<file path="src/rtl/logical_cmp_pkg.sv">
// rtl/logical_cmp_pkg.sv - shared types and the single-bit compare rule for serial_logical_cmp
package logical_cmp_pkg;

  typedef enum logic [1:0] {IDLE, SHIFT, DONE} cmp_state_t;
  typedef enum logic [1:0] {CMP_EQ, CMP_LT, CMP_GT} cmp_result_t;

  // invert flips the sense for a two's-complement sign bit, where a 1 is the smaller value
  function automatic cmp_result_t cmp_bit(input logic a_bit, input logic b_bit,
                                          input logic invert);
    if (a_bit == b_bit) return CMP_EQ;
    return (a_bit ^ invert) ? CMP_GT : CMP_LT;
  endfunction

endpackage

</file>
<file path="src/rtl/cmp_bit_cell.sv">
// rtl/cmp_bit_cell.sv - combinational one-bit magnitude compare with sign-bit inversion
module cmp_bit_cell
  import logical_cmp_pkg::*;
(
  input  logic        a_bit,
  input  logic        b_bit,
  input  logic        invert,
  output cmp_result_t res
);

  assign res = cmp_bit(a_bit, b_bit, invert);

endmodule

</file>
<file path="src/rtl/serial_logical_cmp.sv">
// rtl/serial_logical_cmp.sv - bit-serial MSB-first comparator reporting eq/lt/gt with a done pulse
// SERIAL_LOGICAL_CMP_EARLY_EXIT_EN finishes on the first differing bit instead of after N bits.
module serial_logical_cmp
  import logical_cmp_pkg::*;
#(
  parameter int N      = 8,
  parameter int SIGNED = 0
) (
  input  logic         clk,
  input  logic         rst,
  input  logic         start,
  input  logic [N-1:0] a,
  input  logic [N-1:0] b,
  output logic         busy,
  output logic         done,
  output logic         eq,
  output logic         lt,
  output logic         gt
);

  localparam int            CW      = $clog2(N);
  localparam logic [CW-1:0] CNT_MSB = CW'(N - 1);
`ifdef SERIAL_LOGICAL_CMP_EARLY_EXIT_EN
  localparam bit EARLY_EXIT = 1'b1;
`else
  localparam bit EARLY_EXIT = 1'b0;
`endif

  cmp_state_t    state;
  logic [N-1:0]  sa;
  logic [N-1:0]  sb;
  logic [CW-1:0] cnt;
  logic          decided;
  cmp_result_t   res;

  cmp_result_t   bit_res;
  cmp_result_t   res_next;
  logic          invert;
  logic          hit;
  logic          last;

  assign invert = (SIGNED != 0) && (cnt == CNT_MSB);

  cmp_bit_cell u_cell (
    .a_bit  (sa[N-1]),
    .b_bit  (sb[N-1]),
    .invert (invert),
    .res    (bit_res)
  );

  // only the first mismatch from the MSB counts; later ones leave res untouched
  assign hit      = !decided && (bit_res != CMP_EQ);
  assign res_next = hit ? bit_res : res;
  assign last     = (cnt == '0) || (EARLY_EXIT && hit);

  always_ff @(posedge clk or posedge rst) begin
    if (rst) begin
      state   <= IDLE;
      sa      <= '0;
      sb      <= '0;
      cnt     <= '0;
      decided <= 1'b0;
      res     <= CMP_EQ;
      busy    <= 1'b0;
      done    <= 1'b0;
      eq      <= 1'b0;
      lt      <= 1'b0;
      gt      <= 1'b0;
    end else begin
      case (state)
        IDLE: begin
          if (start) begin
            sa      <= a;
            sb      <= b;
            cnt     <= CNT_MSB;
            decided <= 1'b0;
            res     <= CMP_EQ;
            eq      <= 1'b0;
            lt      <= 1'b0;
            gt      <= 1'b0;
            busy    <= 1'b1;
            state   <= SHIFT;
          end
        end
        SHIFT: begin
          sa  <= {sa[N-2:0], 1'b0};
          sb  <= {sb[N-2:0], 1'b0};
          cnt <= cnt - CW'(1);
          if (hit) begin
            decided <= 1'b1;
            res     <= bit_res;
          end
          if (last) begin
            done  <= 1'b1;
            eq    <= (res_next == CMP_EQ);
            lt    <= (res_next == CMP_LT);
            gt    <= (res_next == CMP_GT);
            state <= DONE;
          end
        end
        DONE: begin
          done  <= 1'b0;
          busy  <= 1'b0;
          state <= IDLE;
        end
        default: state <= IDLE;
      endcase
    end
  end

endmodule

</file>
<file path="config.mk">
export PLATFORM = sky130hd
export DESIGN_NAME = serial_logical_cmp
export DESIGN_NICKNAME = d
export VERILOG_FILES = /design/src/rtl/logical_cmp_pkg.sv /design/src/rtl/cmp_bit_cell.sv /design/src/rtl/serial_logical_cmp.sv
export SDC_FILE = /design/constraint.sdc
export NUM_CORES = 1
export LEC_CHECK = 0
export CAP_MARGIN = 20
export CELL_PAD_IN_SITES_DETAIL_PLACEMENT = 1
export CELL_PAD_IN_SITES_GLOBAL_PLACEMENT = 1
export CORE_MARGIN = 3
export CORE_UTILIZATION = 41
export CTS_BUF_LIST = sky130_fd_sc_hd__clkbuf_8
export CTS_CLUSTER_DIAMETER = 30
export CTS_CLUSTER_SIZE = 40
export DETAILED_ROUTE_END_ITERATION = 10
export PLACE_DENSITY = 0.81
export SYNTH_ARGS = -nofsm -noshare
export SYNTH_HDL_FRONTEND = slang
export SYNTH_HIERARCHICAL = 1
export SYNTH_SLANG_ARGS = --single-unit
export TNS_END_PERCENT = 10
</file>
<file path="constraint.sdc">
create_clock -name clk -period 1.6 [get_ports clk]
set_input_delay 0.16 -clock clk [delete_from_list [all_inputs] [get_ports clk]]
set_output_delay 0.16 -clock clk [all_outputs]
set_load 0.02 [all_outputs]
</file>
==> results.yml <==
power:
  ir_drop_uv: 942
  pwr_density_cell_nw_per_um2: 1830
  leakage_nw: 0.807
synthesis:
  synthArstFlopShare_pct: 100
  synth_fa_ha_area_share_pct: 1.79
  synth-edff-count: 0
  synth.area.top_cells: "dfrtp_1 (52%), nand2_1 (7.8%), a31oi_1 (5.8%), nor2_1 (5.1%), buf_6 (3.2%)"
  yosys_warnings: 6
  syn_inst: 146
  synth_cell_types: 27
  synth_compound_area_share_pct: 19.1
  ys.flop_type: "dfrtp_1"
  synth_top_cell_area_share_pct: 52.0
  ys_seq_elements: 29
  yosys-top-cells-count: "dfrtp_1 (29), nand2_1 (29), nor2_1 (19)"
  syn_area_per_cell_um2: 9.56
  muxShareOfSynthArea_pct: 1.43
  syn-cell-area_um2: 1400
  synth_top_family_by_area: "compound AO/OA/AOI/OAI gates"
  synth_seq_area_share_pct: 52.0
  synth_area_leader_cell: "dfrtp_1"
  synth-xor-area-share_pct: 0
  yosys.area_share.simple_pct: 17.9
cts:
  clk_latency_ns: 0.28
  htreeDepth: 2
  cts_tree: "done"
  numClockSinks: 29
  cts_hold_repair.buffers: 0
  path_clk_slew_ns: 0.07
  numCtsBuffers: 5
  cts_root_buf: "clkbuf_8"
  clk_path_buf_depth: 2
drt:
  drc: 0
  wl_um: 3350
  wl_per_cell_um: 15.0
  drtPass1Iterations: 4
  avgViaCountPerCell: 5.15
  vias: 1149
  drt_iter0_drc: 86
  postRouteAntennaNets: 0
die:
  dieWidth_um: 64.4
  dieHeight_um: 64.4
  row_count: 20
  ios: 24
  start_util_pct: 44.3
  core_area_um2: 3150
  die-area_um2: 4140
critical_path:
  slowest_delay_ns: 0.38
  reg2reg_depth: 5
  critPathKind: "reg2reg"
  cp.buffers_inverters: 0
  cp-start-kind: "flip-flop"
  r2r_setup_slack_ns: 0.11
  path_max_fanout: 4
  slowest_stage: "dfrtp_1"
  startpoint: "sb[7]"
  crit_required_ns: 1.78
  cp.depth: 5
  endpoint_kind: "flip-flop"
  arrival_ns: 1.67
  critical_path.top_delay_family: "simple AND/OR/NAND/NOR gates"
  path_cells: "nand2b_1 -> mux2i_2 -> nor2b_2 -> o21ai_0 -> a22o_1"
  rr_startpoint: "sb[7]"
grt:
  grt_max_degree: 30
  grt_pass1_wl_um: 5560
  antenna_found_initial: 0
  globalRouteOverflowTotal: 0
  grt_usage_pct: 18.0
  grt_pass1_vias: 1183
sta:
  rsz0062_at_grt: "true"
  worst_hold_slack_ns: 0.251
  drv_slew: 0
  finClkSkew_ns: 0.00717
  fmax_mhz: 671
  min_period_ns: 1.49
  finalCritPeriodShare_pct: 93.2
  final-setup-viol-count: 0
  hold_violations: 0
min_path:
  hold_path.class: "in2async"
place:
  finalWeightedCongestion: 0.739
  portBuffers: 23
  hpwl_um: 2410
cells_and_area:
  nFillCells: 387
  area_growth_syn_to_layout_pct: 28.0
  multi_input_area_um2: 591
  seq_area_um2: 726
  fin_nets: 199
  fin_util_pct: 56.7
  diodes: 0
  drive_above_1_share_pct: 11.7
outcome:
  outcome: "finished clean"
run:
  cap_viol_max_count: 0
## worst reg2reg max path: cells and delay by family (launching register included)
family | cells | cell delay [ns]
DFF | 1 | 0.38
and+or+nand+nor | 2 | 0.45
AOI/OAI and AO/OA | 2 | 0.31
muxes | 1 | 0.24
## final timing paths
kind | end
max in group asynchronous | sa[6]
min in group clk | sa[3]
setup / recovery | res[0]
hold reg to reg | cnt[0]
setup reg to reg | res[0]
hold / removal | sb[4]
## flip-flops by register name (all words and copies together) (netlist names)
register and flops:
state 2, cnt 3, busy 1, lt 1, sa 8, res 2, gt 1, eq 1
decided 1, sb 8, done 1
## power by group
part / switching [mW] / internal [mW]
combinational: 0.763 / 0.673
sequential: 0.216 / 1.05
clock: 0.278 / 0.294
## per-stage QoR
stage	instance area, um^2	setup TNS [ns]	instances	power (mW)	setup slack (ns)
floorplan	1400	0	147	2.26	0.206
global placement	1680	0	215	2.58	0.133
detailed placement	1680	0	215	2.68	0.0116
CTS	1770	0	223	3.28	0.0326
global route	1790	-0.00403	223	3.55	-0.00403
finish	1790	0	223	3.28	0.109
## final cells by class
class / instances / share of cell area, %
clock inverters: 3 / 0.770
flip-flops and latches: 29 / 40.6
clock buffers: 5 / 3.85
repair buffers: 32 / 17.4
multi-input cells: 104 / 33.1
inverters: 6 / 1.26
well taps: 44 / 3.08
## cell usage in the layout (no fill, tap or decap), types with 2 or more instances in the layout
master            n
a31oi_1          13
nor2_1           19
o211ai_1          2
nor2b_1           4
dfrtp_1          29
o21ai_0           6
nor2b_2           2
buf_4             8
o21ai_1           2
ha_1              2
nand2_1          29
clkinv_2          2
o2bb2ai_1         2
conb_1            2
clkbuf_8          5
a21oi_1           2
inv_1             7
nand2b_1          3
a22oi_1           3
a22o_1            4
clkdlybuf4s50_1  23
## timing repair
action                                  4_1_cts  5_1_grt
endpoints found under the hold margin         0        0
gates resized for setup                       1        4
endpoints found under the setup margin        1        3
setup buffers                                 0        0
## layer usage
metal | vias up | track usage (%) | part of all wire, %
met2 | 20 | 29.6 | 51
met5 | - | 0 | 0
met1 | 562 | 21.9 | 43
met3 | 7 | 4.39 | 3.9
met4 | 0 | 8.71 | 1.7
li1 | 560 | - | -
## kinds of logic after synthesis
family,count (synthesis)
adder cells (fa/ha/maj),2
other,1
AO/OA/AOI/OAI,39
AND/OR/NAND/NOR,59
flip-flops,29
multiplexers,2
buffers and inverters,14
(Power assumes the default switching activity.)
